[config.mk]
export PLATFORM = sky130hd
export DESIGN_NAME = hazard_stall_ctrl
export DESIGN_NICKNAME = d
export VERILOG_FILES = /design/src/rtl/hazard_stall_ctrl.sv
export SDC_FILE = /design/constraint.sdc
export NUM_CORES = 1
export LEC_CHECK = 0
export ABC_AREA = 0
export BUFFER_PORTS_ARGS = -buffer_cell sky130_fd_sc_hd__buf_4
export CORE_AREA = 2 2 39 41
export DETAILED_ROUTE_END_ITERATION = 12
export DIE_AREA = 0 0 41 43
export GPL_TIMING_DRIVEN = 0
export PLACE_DENSITY = 0.79
export SLEW_MARGIN = 10
export SYNTH_ARGS = -nofsm -noshare
export SYNTH_HDL_FRONTEND = slang
export SYNTH_SLANG_ARGS = --single-unit
[constraint.sdc]
create_clock -name clk -period 2 [get_ports clk]
set_input_delay 0.4 -clock clk [delete_from_list [all_inputs] [get_ports clk]]
set_output_delay 0.4 -clock clk [all_outputs]
set_load 0.01 [all_outputs]
[src/rtl/hazard_stall_ctrl.sv]
// Hazard detection and stall control for the five-stage pipeline: load-use stalls of
// configurable length, HI/LO scoreboard for the multi-cycle mult/div unit, branch flush.
`timescale 1ns/1ps
module hazard_stall_ctrl #(
    parameter int REG_W    = 5,
    parameter int LOAD_LAT = 1,
    parameter int MDU_LAT  = 32
) (
    input  logic                              clk,
    input  logic                              rst,
    input  logic [REG_W-1:0]                  id_rs,
    input  logic [REG_W-1:0]                  id_rt,
    input  logic                              id_uses_rs,
    input  logic                              id_uses_rt,
    input  logic                              id_mdu_start,
    input  logic                              id_reads_hilo,
    input  logic [1:0]                        ex_MemRead,
    input  logic [REG_W-1:0]                  ex_rt,
    input  logic                              branch_taken,
    output logic                              PCWrite,
    output logic                              If_Id_Write,
    output logic                              Stall,
    output logic                              If_Id_Flush,
    output logic                              mdu_busy,
    output logic [$clog2(LOAD_LAT+1)-1:0]     load_cnt
);

    localparam int LCW = $clog2(LOAD_LAT + 1);
    localparam int MCW = $clog2(MDU_LAT + 1);
    localparam logic [LCW-1:0]   L_ZERO    = LCW'(1'b0);
    localparam logic [LCW-1:0]   L_ONE     = LCW'(1'b1);
    localparam logic [LCW-1:0]   L_INIT    = LCW'(LOAD_LAT - 1);
    localparam logic [MCW-1:0]   M_ZERO    = MCW'(1'b0);
    localparam logic [MCW-1:0]   M_ONE     = MCW'(1'b1);
    localparam logic [MCW-1:0]   M_INIT    = MCW'(MDU_LAT);
    localparam logic [REG_W-1:0] REG_ZERO  = REG_W'(1'b0);

    logic [LCW-1:0] load_cnt_r;
    logic [LCW-1:0] load_nxt_s;
    logic [MCW-1:0] mdu_cnt_r;
    logic [MCW-1:0] mdu_nxt_s;
    logic           load_hit_s;
    logic           mdu_busy_s;
    logic           mdu_hit_s;
    logic           hold_s;

    // Hazard terms; register $0 is hard-wired and never creates a dependency.
    always_comb begin
        load_hit_s = (ex_MemRead != 2'b00) && (ex_rt != REG_ZERO) &&
                     ((id_uses_rs && (id_rs == ex_rt)) || (id_uses_rt && (id_rt == ex_rt)));
        mdu_busy_s = (mdu_cnt_r != M_ZERO);
        mdu_hit_s  = mdu_busy_s && (id_reads_hilo || id_mdu_start);
        hold_s     = load_hit_s || (load_cnt_r != L_ZERO) || mdu_hit_s;
    end

    // Next-state for both counters; a branch cancels pending load stalls but not MDU work.
    always_comb begin
        load_nxt_s = load_cnt_r;
        mdu_nxt_s  = mdu_cnt_r;
        if (branch_taken) begin
            load_nxt_s = L_ZERO;
        end else if (load_hit_s && (load_cnt_r == L_ZERO)) begin
            load_nxt_s = L_INIT;
        end else if (load_cnt_r != L_ZERO) begin
            load_nxt_s = load_cnt_r - L_ONE;
        end else begin
            load_nxt_s = L_ZERO;
        end
        if (id_mdu_start && !hold_s && !branch_taken) begin
            mdu_nxt_s = M_INIT;
        end else if (mdu_cnt_r != M_ZERO) begin
            mdu_nxt_s = mdu_cnt_r - M_ONE;
        end else begin
            mdu_nxt_s = M_ZERO;
        end
    end

    // Counter state registers.
    always_ff @(posedge clk or negedge rst) begin
        if (!rst) begin
            load_cnt_r <= L_ZERO;
            mdu_cnt_r  <= M_ZERO;
        end else begin
            load_cnt_r <= load_nxt_s;
            mdu_cnt_r  <= mdu_nxt_s;
        end
    end

    // Pipeline control outputs; reset holds the pipeline frozen with a bubble in ID/EX.
    always_comb begin
        PCWrite     = 1'b1;
        If_Id_Write = 1'b1;
        Stall       = 1'b0;
        If_Id_Flush = 1'b0;
        if (!rst) begin
            PCWrite     = 1'b0;
            If_Id_Write = 1'b0;
            Stall       = 1'b1;
            If_Id_Flush = 1'b0;
        end else if (branch_taken) begin
            PCWrite     = 1'b1;
            If_Id_Write = 1'b1;
            Stall       = 1'b1;
            If_Id_Flush = 1'b1;
        end else if (hold_s) begin
            PCWrite     = 1'b0;
            If_Id_Write = 1'b0;
            Stall       = 1'b1;
            If_Id_Flush = 1'b0;
        end else begin
            PCWrite     = 1'b1;
            If_Id_Write = 1'b1;
            Stall       = 1'b0;
            If_Id_Flush = 1'b0;
        end
    end

    assign mdu_busy = rst && mdu_busy_s;
    assign load_cnt = load_cnt_r;

endmodule

[Word level (Yosys, flattened, before mapping)]
Cells that the tools add are included.
Storage, ports and cells
  flip-flop bits (word level): 7
  input port bits: 24
Cells by class
  add/sub/neg operators: 2
  equality and inequality tests: 2
  mux-type cells: 13
  bitwise operators: 1
  reduce and logical (&&, ||, !) cells: 18
Operator list (count)
  6-bit two-way mux: 2
  1-bit two-way mux: 11
  5-bit equality test: 2
  1-bit logical AND: 9
  6-bit nonzero test: 1
  6-bit by 1-bit subtractor with 6-bit output, second input constant: 1
  5-bit nonzero test: 1
  1-bit logical OR: 4
  1-bit logical NOT: 2
  2-bit nonzero test: 1
  1-bit NOT: 1
  1-bit subtractor, second input constant: 1

[Depth between registers and ports, before layout]
Gate-level depths: netlist of the first run.
  depth after elaboration: 10
  depth in mapped cells: 6

[Least setup slack after synthesis of the first run]
OpenSTA, ideal clock, no wires.
  path kind: reg-to-output
  start point: register mdu_cnt_r[3]
  end point: output port PCWrite
  data arrival time: 1642 ps
  data required time: 1600 ps
  slack: -42 ps
  cell stages (with the launch flop): 6
  path buffers: 1
  cell sequence: dfrtp_1 or3_4 nor3b_4 o31ai_1 a21oi_1 buf_4
Between the ends
  longest elaborated chain between the ends: 6
Ends and longest elaborated chain
  start: declaration: RTL line 40  | logic [MCW-1:0] mdu_cnt_r;
  start signal: assignment: RTL line 85  | mdu_cnt_r <= mdu_nxt_s;
  6-bit nonzero test: RTL line 51  | mdu_busy_s = (mdu_cnt_r != M_ZERO);
  1-bit logical AND: RTL line 52  | mdu_hit_s = mdu_busy_s && (id_reads_hilo || id_mdu_start);
  1-bit logical OR: RTL line 53  | hold_s = load_hit_s || (load_cnt_r != L_ZERO) || mdu_hit_s;
  1-bit two-way mux (3 in series)
  end: declaration: RTL line 20  | output logic PCWrite,
No other way between the ends.

[Worst setup path in the final report of the first run]
  start point: register mdu_cnt_r[2]
  end point: output port mdu_busy
Between the ends
  longest elaborated chain between the ends: 2
Ends and longest elaborated chain
  6-bit nonzero test: RTL line 51
  1-bit logical AND: RTL line 118  | assign mdu_busy = rst && mdu_busy_s;
  end: declaration: RTL line 24  | output logic mdu_busy,
No other way between the ends.

==> flow_metrics.tcl, run 1 <==
set metrics [dict create \
    chipHeight_um 43 \
    effective_utilization_at_floorplan_pct 37.8 \
    synth_sequential_area_ratio_pct 28.7 \
    number_of_flip_flops_in_the_largest_register 6 \
    gr-usage-all-layers_pct 15.9 \
    crit_fanout 4 \
    top_usage_layer "met2" \
    number_of_hold_slack_violations_in_the_final_timing_report 0 \
    tritoncts_num_sinks 6 \
    max_freq_ghz 0.454 \
    die_area_sq_mm 0.00176 \
    route.antenna.remaining_nets 0 \
    timing.setup.critical_path_class "reg -> out" \
    drt_wl_total_mm 1.26 \
    io_buffer_count 28 \
    final_common_cell "buf_4" \
    largest_net_degree_at_the_start_of_global_routing 11 \
    total_power_w 0.000748 \
    floorplan.io_pins 30 \
    yosysWarningCount 0 \
    ff2ff_setup_slack_ns 0.29 \
    layout-drive-gt1-share_pct 49.0 \
    yosys_register_bits 6 \
    most_frequent_cells_in_the_layout "34 x buf_4, 12 x xnor2_1, 8 x nor2_1" \
    antennaDiodeCount 0 \
    vias 553 \
    cts_htree_levels 1 \
    drt-wirelength-per-cell_um 11.1 \
    mappedNetlistArea_sq_um 523 \
    worst_setup_hold_path_clk_slew_ns 0.05 \
    holdCritPathClass "in -> reg" \
    place.gp.congestion 0.645 \
    synth_fp_nets 85 \
    finClkSkew_ns 0.00352 \
    critPathRequiredTime_ns 1.60 \
    synthCells 59 \
    finalMaxSlewViolations 0 \
    num_rows 14 \
    nets 126 \
    crit_arrival_ns 1.80 \
    grt_use_met2_pct 27.2 \
    drcViolationCount 0 \
    top_register "mdu_cnt_r" \
    numCtsBuffers 3 \
    cts-root-buf "clkbuf_4" \
    grt_setup_unrepaired "yes" \
    drt_pre_antenna_iters 2 \
    biggestRegsByFlops "mdu_cnt_r: 6 flops" \
    leakage_nw 0.401 \
    violations "setup timing" \
    synth_cell_type_count 25 \
    vias_per_cell 4.85 \
    cts_tree "built" \
    grt_pass1_wl_mm 1.93 \
    dpl.hpwl_um 975 \
    tcrit_tclk_final_pct 110 \
    area_growth_from_synthesis_to_layout_pct 65.3 \
    placed_cells_incl_taps 103 \
    num-fill-cells 138 \
    startpoint_type_of_the_worst_setup_path "register" \
    antenna_found_initial 0 \
    final.setup.tns_ns -0.588 \
    final_cells 114 \
    aggregate_global_routing_overflow 0 \
    end_kind "output port" \
    worst_ir_drop_on_vdd_v 0.000314 \
    final.min_clock_period_ns 2.20 \
    groute.layer.met1.usage_pct 16.4 \
    power.density_mw_per_mm2 865 \
    grt_pass1_vias 534 \
    max_cap_violations 0 \
    worstSkewPairLatency_ns 0.24 \
    place_ws_ns -0.156 \
    core_area_sq_mm 0.00138 \
    final.setup.worst_slack_ns -0.205 \
    outcome "finished with violations" \
    cts-root-to-sink-buffers 2 \
    gr-usage-met3_pct 4.19 \
    die_w_um 41 \
    synth.avg_cell_area_sq_um 8.86 \
    detailedRoute.firstIterationViolations 3 \
    setup_viol 4 \
]
==> worst max-delay path: stages (launching register included) <==
cell and delay, ns:
dfrtp_1 0.37, or3_4 0.41, nor3b_4 0.29, buf_4 0.17, and2b_2 0.21, buf_6 0.11
==> timing repair <==
item                                    4_1_cts  5_1_grt
resized for setup                             3        2
endpoints found under the setup margin        4        4
setup buffers                                 5        2
endpoints found under the hold margin         6        0
hold buffers                                  1        0
pin swaps                                     4        1
==> synth_stat cells <==
master / count / area, sq um
nor3_1: 2 / 10.0
xnor2_1: 12 / 105
dfrtp_1: 6 / 150
o211ai_1: 1 / 7.51
ha_1: 2 / 25.0
o21ai_2: 1 / 8.76
a211o_1: 1 / 8.76
inv_1: 4 / 15.0
conb_1: 1 / 3.75
and2b_2: 1 / 8.76
nand3b_1: 1 / 7.51
o22ai_1: 2 / 12.5
a21oi_1: 2 / 10.0
nor3b_4: 1 / 18.8
mux2i_1: 1 / 10.0
buf_4: 2 / 15.0
or4_1: 1 / 7.51
nand4b_1: 1 / 8.76
nand4_1: 2 / 12.5
o31ai_1: 1 / 7.51
or3_4: 1 / 11.3
nand2_1: 3 / 11.3
mux2_2: 1 / 11.3
and2_1: 1 / 6.26
nor2_1: 8 / 30.0
==> metrics by stage <==
step | util [%] | hold slack, ns | instance area (sq um)
floorplan | - | 0.104 | 527
global placement | 54.7 | 0.227 | 757
detailed placement | 54.7 | 0.229 | 757
CTS | 60.8 | 0.470 | 841
global route | 62.5 | 0.482 | 865
finish | 62.5 | 0.470 | 865
==> logic make-up (layout without fill, tap and decap cells) <==
group,count (synthesis),in the layout,synth area share [%]
AOI/OAI and AO/OA,8,8,10.5
and+or+nand+nor,22,22,25.4
xor gates and xnor gates,12,12,20.1
buffers and inverters,6,45,5.74
other,1,1,0.717
muxes,2,2,4.07
adders and majority gates,2,2,4.78
DFF,6,6,28.7
==> final cells by class <==
class | count | area (sq um) | area share (%)
Multi-Input combinational cell | 47 | 358 | 41.4
Tap cell | 16 | 20.0 | 2.32
Buffer | 2 | 15.0 | 1.74
Inverter | 4 | 15.0 | 1.74
Sequential cell | 6 | 150 | 17.4
Clock buffer | 3 | 22.5 | 2.60
Timing Repair Buffer | 36 | 284 | 32.9
==> metal layers <==
layer	up-vias	wire length, um
li1	280	-
met1	248	465
met2	25	672
met3	0	125
met4	0	0
met5	-	0
==> power by group <==
| part | switching [W] | internal, W | total (W) |
|---|---|---|---|
| clock | 0.0000421 | 0.0000678 | 0.000110 |
| combinational | 0.000168 | 0.000229 | 0.000397 |
| sequential | 0.0000533 | 0.000188 | 0.000242 |
| total | 0.000263 | 0.000485 | 0.000748 |
==> worst paths after layout <==
path,end,from,cells past startpoint
max in group asynchronous,mdu_cnt_r[1]$_DFF_PN0_,rst,2
worst max register to register,mdu_cnt_r[5]$_DFF_PN0_,mdu_cnt_r[2]$_DFF_PN0_,7
min in group asynchronous,mdu_cnt_r[2]$_DFF_PN0_,rst,2
worst min-delay path,mdu_cnt_r[5]$_DFF_PN0_,id_mdu_start,3
worst max-delay path,mdu_busy,mdu_cnt_r[2]$_DFF_PN0_,5
worst min register to register,mdu_cnt_r[0]$_DFF_PN0_,mdu_cnt_r[0]$_DFF_PN0_,1
(Power assumes the default switching activity.)
==> run 2, diff against run 1 <==
SKIP_LAST_GASP = 1   (was unset)
==> run 2 against run 1 <==
Compared with the run above:
- the run still ends with setup timing left
- via count is the same
- global-route usage is the same
- sequential share of layout area grew 0.076 points
- register-to-register slack is essentially flat
- worst hold slack is the same
- core utilization shrank 0.27 points
- die area is the same
- combinational power is essentially flat
- power shrank 0.21%
- count of clock-buffer cells in the layout is the same
- first-iteration DRC count is the same
- final area shrank 0.43%
==> flow_metrics.tcl, run 2 (synthesis gave the netlist of run 1 again) <==
set metrics [dict create \
    holdCritPathClass "in -> reg" \
    cts-root-to-sink-buffers 2 \
    outcome "finished with violations" \
    number_of_flip_flops_in_the_largest_register 6 \
    drt_wl_total_mm 1.26 \
    nets 126 \
    grt_setup_unrepaired "yes" \
    drt-wirelength-per-cell_um 11.1 \
    cellInternalPower_w 0.000484 \
    aggregate_global_routing_overflow 0 \
    grt_pass1_vias 534 \
    io_buffer_count 28 \
    place.gp.congestion 0.645 \
    tcrit_tclk_final_pct 110 \
    total_power_w 0.000747 \
    final.setup.tns_ns -0.597 \
    violations "setup timing" \
    leakage_nw 0.400 \
    area_taken_by_multi_input_logic_gates_sq_um 358 \
    final.setup.worst_slack_ns -0.205 \
    drcViolationCount 0 \
    place_ws_ns -0.156 \
    hold-path-cell-count 3 \
    power.sequential.fraction_pct 32.3 \
    finClkSkew_ns 0.00352 \
    effective_utilization_at_floorplan_pct 37.8 \
    max_freq_ghz 0.454 \
    hold_end "mdu_cnt_r[5]$_DFF_PN0_" \
    power.density_mw_per_mm2 867 \
    finalMaxSlewViolations 0 \
    worst_setup_hold_path_clk_slew_ns 0.05 \
    critical_path.reg2reg.startpoint "mdu_cnt_r[2]$_DFF_PN0_" \
    gr-usage-all-layers_pct 15.9 \
    route.antenna.remaining_nets 0 \
    antenna_found_initial 0 \
    cts_htree_levels 1 \
    detailedRoute.firstIterationViolations 3 \
    worst_ir_drop_on_vdd_v 0.000314 \
    dpl.hpwl_um 975 \
    critPathRequiredTime_ns 1.60 \
    max_cap_violations 0 \
    floorplan.io_pins 30 \
    layout.area.seq_sq_um 150 \
    cts_tree "built" \
    die_area_sq_mm 0.00176 \
    largest_net_degree_at_the_start_of_global_routing 11 \
    finalHoldWorstSlack_ns 0.470 \
    switching_share_pct 35.2 \
    core_area_sq_mm 0.00138 \
    worstSkewPairLatency_ns 0.24 \
    power.combinational.fraction_pct 52.9 \
    post_dp_cell_area_sq_um 757 \
    layout.cell_area.non_filler_sq_um 861 \
    share_clk_of_total_power_pct 14.7 \
    end_kind "output port" \
    num_rows 14 \
    setup_viol 4 \
    chipHeight_um 43 \
    most_frequent_cells_in_the_layout "35 x buf_4, 12 x xnor2_1, 8 x nor2_1" \
    antennaDiodeCount 0 \
    biggestRegsByFlops "mdu_cnt_r: 6 flops" \
    die_w_um 41 \
    final_common_cell "buf_4" \
    num-fill-cells 139 \
    reg2regPathDepth 7 \
    crit_fanout 4 \
    timing.setup.critical_path_class "reg -> out" \
    number_of_hold_slack_violations_in_the_final_timing_report 0 \
    layout-drive-gt1-share_pct 49.0 \
    hold_start "id_mdu_start" \
    timing.rr.end "mdu_cnt_r[5]$_DFF_PN0_" \
    startpoint_type_of_the_worst_setup_path "register" \
    tritoncts_num_sinks 6 \
    cts-root-buf "clkbuf_4" \
    area_growth_from_synthesis_to_layout_pct 64.6 \
    final.min_clock_period_ns 2.20 \
    crit_arrival_ns 1.80 \
    ff2ff_setup_slack_ns 0.29 \
    top_register "mdu_cnt_r" \
    drt_pre_antenna_iters 2 \
    numCtsBuffers 3 \
    vias_per_cell 4.85 \
    power_switching_w 0.000263 \
    grt_pass1_wl_mm 1.93 \
    vias 553 \
]
-- run 2: cell counts in the layout (fill, tap and decap cells not counted) --
No cell type changed its count.
-- run 2: critical path, cell delays in order (launching register included) --
cell	delay, ns
dfrtp_1	0.37
or3_4	0.41
nor3b_4	0.29
buf_4	0.17
and2b_2	0.21
buf_6	0.11
-- run 2: layer usage --
layer	global-route usage [%]	wire length, um	vias to the layer above
met4	8.00	0	0
li1	-	-	280
met2	27.2	672	25
met5	0	0	-
met3	4.19	125	0
met1	16.4	464	248
-- run 2: layout make-up --
class / count / share of cell area (%)
Buffer: 2 / 1.74
Clock buffer: 3 / 2.62
Inverter: 4 / 1.74
Multi-Input combinational cell: 47 / 41.6
Sequential cell: 6 / 17.4
Tap cell: 16 / 2.33
Timing Repair Buffer: 36 / 32.6
-- run 2: worst max-delay path by stage --
stage                    end              startpoint
global route        mdu_busy  mdu_cnt_r[2]$_DFF_PN0_
detailed placement     Stall                ex_rt[1]
finish              mdu_busy  mdu_cnt_r[2]$_DFF_PN0_
floorplan            PCWrite  mdu_cnt_r[3]$_DFF_PN0_
CTS                 mdu_busy  mdu_cnt_r[2]$_DFF_PN0_
global placement       Stall                ex_rt[1]
-- run 2: power groups by stage --
stage	clock network, W	logic [W]	registers (W)
global route	0.000120	0.000441	0.000252
finish	0.000110	0.000395	0.000242
global placement	0	0.000315	0.000252
floorplan	0	0.000238	0.000240
CTS	0.000114	0.000389	0.000242
detailed placement	0	0.000328	0.000256
-- run 2: per-stage QoR --
| step | cells | utilization (%) |
|---|---|---|
| after CTS | 112 | 60.8 |
| after detailed placement | 103 | 54.7 |
| final | 114 | 62.2 |
| after floorplan | 59 | - |
| after global routing | 114 | 62.2 |
| after global placement | 103 | 54.7 |
-- run 2: what timing repair did --
item / 4_1_cts / 5_1_grt
pin swaps: 4 / 1
resized for setup: 3 / 1
hold endpoints to repair: 6 / 0
setup endpoints to repair: 4 / 4
buffers inserted: 5 / 2
hold buffers: 1 / 0
==> run 3, diff against run 2 <==
CTS_BUF_LIST = sky130_fd_sc_hd__clkbuf_8   (was unset)
clock period = 2.35 ns   (was 2 ns; I/O delays follow)
==> run 3 against run 2 <==
Compared with the run above:
- the flow now finishes without violations
- clock power rose by 42%
- final cell count fell by 1.8%
- wire length rose by 5.5%
- core utilization fell by 1.1 points
- count of clock-buffer cells in the layout did not move
- critical path depth rose by 1
- combinational power fell by 15%
- via count fell by 1.4%
- die area did not move
- highest routed layer is now met4
==> flow_metrics.tcl, run 3 (synthesis gave the netlist of run 1 again) <==
set metrics [dict create \
    drt_pre_antenna_iters 2 \
    num_rows 14 \
    drt-wirelength-per-cell_um 11.9 \
    tcrit_tclk_final_pct 96.6 \
    worst_setup_hold_path_clk_slew_ns 0.04 \
    critPathRequiredTime_ns 1.88 \
    cts_tree "built" \
    end_kind "output port" \
    worst_ir_drop_on_vdd_v 0.000391 \
    final_common_cell "buf_4" \
    final.setup.tns_ns 0 \
    cts_htree_levels 1 \
    vias_per_cell 4.87 \
    outcome "finished clean" \
    place.gp.congestion 0.641 \
    effective_utilization_at_floorplan_pct 37.8 \
    finalMaxSlewViolations 0 \
    chipHeight_um 43 \
    area_growth_from_synthesis_to_layout_pct 61.7 \
    ff2ff_setup_slack_ns 0.67 \
    leakage_nw 0.394 \
    most_frequent_cells_in_the_layout "36 x buf_4, 12 x xnor2_1, 8 x nor2_1" \
    switching_share_pct 33.6 \
    cellInternalPower_w 0.000466 \
    share_clk_of_total_power_pct 22.2 \
    grt_pass1_wl_mm 2.04 \
    biggestRegsByFlops "mdu_cnt_r: 6 flops" \
    grt_setup_unrepaired "no" \
    max_freq_ghz 0.440 \
    crit_fanout 3 \
    timing.setup.critical_path_class "in -> out" \
    vias 545 \
    post-route-util_pct 61.1 \
    die_area_sq_mm 0.00176 \
    max_cap_violations 0 \
    cts-root-buf "clkbuf_8" \
    hold_buffer_count_at_cts 0 \
    detailedRoute.firstIterationViolations 6 \
    layout-drive-gt1-share_pct 46.9 \
    number_of_flip_flops_in_the_largest_register 6 \
    numCtsBuffers 3 \
    dpl.hpwl_mm 1.04 \
    number_of_hold_slack_violations_in_the_final_timing_report 0 \
    drt_wl_total_mm 1.33 \
    cts-root-to-sink-buffers 2 \
    largest_net_degree_at_the_start_of_global_routing 11 \
    final.min_clock_period_ns 2.27 \
    antenna_found_initial 0 \
    io_buffer_count 28 \
    top_register "mdu_cnt_r" \
    core_area_sq_mm 0.00138 \
    power_switching_w 0.000236 \
    holdCritPathClass "in -> async" \
    floorplan.io_pins 30 \
    setup_viol 0 \
    gr-usage-all-layers_pct 17.2 \
    startpoint_type_of_the_worst_setup_path "input port" \
    tritoncts_num_sinks 6 \
    drcViolationCount 0 \
    power.density_mw_per_mm2 831 \
    aggregate_global_routing_overflow 0 \
    power.sequential.fraction_pct 30.3 \
    finClkSkew_ns 0.00295 \
    antennaDiodeCount 0 \
    worstSkewPairLatency_ns 0.22 \
    crit_arrival_ns 1.80 \
    nets 124 \
    route.antenna.remaining_nets 0 \
    power.combinational.fraction_pct 47.5 \
    die_w_um 41 \
    grt_pass1_vias 531 \
]
[run 3: changes by cell type in the layout (fill, tap and decap cells not counted), sizes merged]
cell | before | now
buf | 37 | 36
dlygate4sd3 | 1 | 0
[run 3: repair_timing]
action,in CTS,in global routing
buffers inserted,3,4
pin swaps,1,2
cloned,0,0
resized for setup,0,1
endpoints found under the hold margin,0,0
setup endpoints to repair,3,4
[run 3: power groups by stage]
| stage | Clock (W) | Combinational (W) | Sequential, W |
|---|---|---|---|
| 5_1_grt | 0.000166 | 0.000373 | 0.000219 |
| 3_3_place_gp | 0 | 0.000266 | 0.000214 |
| 2_1_floorplan | 0 | 0.000201 | 0.000204 |
| 6_report | 0.000156 | 0.000334 | 0.000213 |
| 4_1_cts | 0.000158 | 0.000294 | 0.000218 |
| 3_5_place_dp | 0 | 0.000282 | 0.000216 |
[run 3: per-stage QoR]
stage | instance area [sq um] | setup WS, ns | hold WS (ns) | power, W | cells
floorplan | 523 | 0.218 | 0.174 | 0.000406 | 59
global placement | 753 | 0.0110 | 0.297 | 0.000481 | 103
detailed placement | 753 | 0.00976 | 0.300 | 0.000497 | 103
CTS | 817 | 0.00673 | 0.0653 | 0.000669 | 109
global route | 846 | 0.00962 | 0.0663 | 0.000758 | 112
finish | 846 | 0.0797 | 0.0638 | 0.000702 | 112
[run 3: cell type report]
class / instances / area [sq um]
Buffer: 1 / 7.51
Clock buffer: 3 / 41.3
Fill cell: 138 / 538
Inverter: 4 / 15.0
Multi-Input combinational cell: 47 / 349
Sequential cell: 6 / 150
Tap cell: 16 / 20.0
Timing Repair Buffer: 35 / 263
[run 3: worst paths after layout]
path / from / end / cells after the start
max: ex_rt[1] / Stall / 6
min: rst / mdu_cnt_r[2]$_DFF_PN0_ / 1
min in group clk: mdu_cnt_r[0]$_DFF_PN0_ / mdu_cnt_r[0]$_DFF_PN0_ / 1
min reg2reg: mdu_cnt_r[0]$_DFF_PN0_ / mdu_cnt_r[0]$_DFF_PN0_ / 1
max in group asynchronous: rst / mdu_cnt_r[1]$_DFF_PN0_ / 1
max reg2reg: mdu_cnt_r[2]$_DFF_PN0_ / mdu_cnt_r[5]$_DFF_PN0_ / 6
[run 3: worst max-delay path, stage by stage]
cell and delay, ns:
buf_4 0.12, or4_1 0.56, o22ai_2 0.17, inv_1 0.06, a211o_1 0.28, buf_4 0.14
[run 3: per-layer routing]
| layer | part of all wire (%) | track usage [%] |
|---|---|---|
| met2 | 55 | 30.9 |
| met4 | 1.3 | 8.00 |
| met1 | 36 | 17.4 |
| met5 | 0 | 0 |
| met3 | 7.0 | 3.14 |
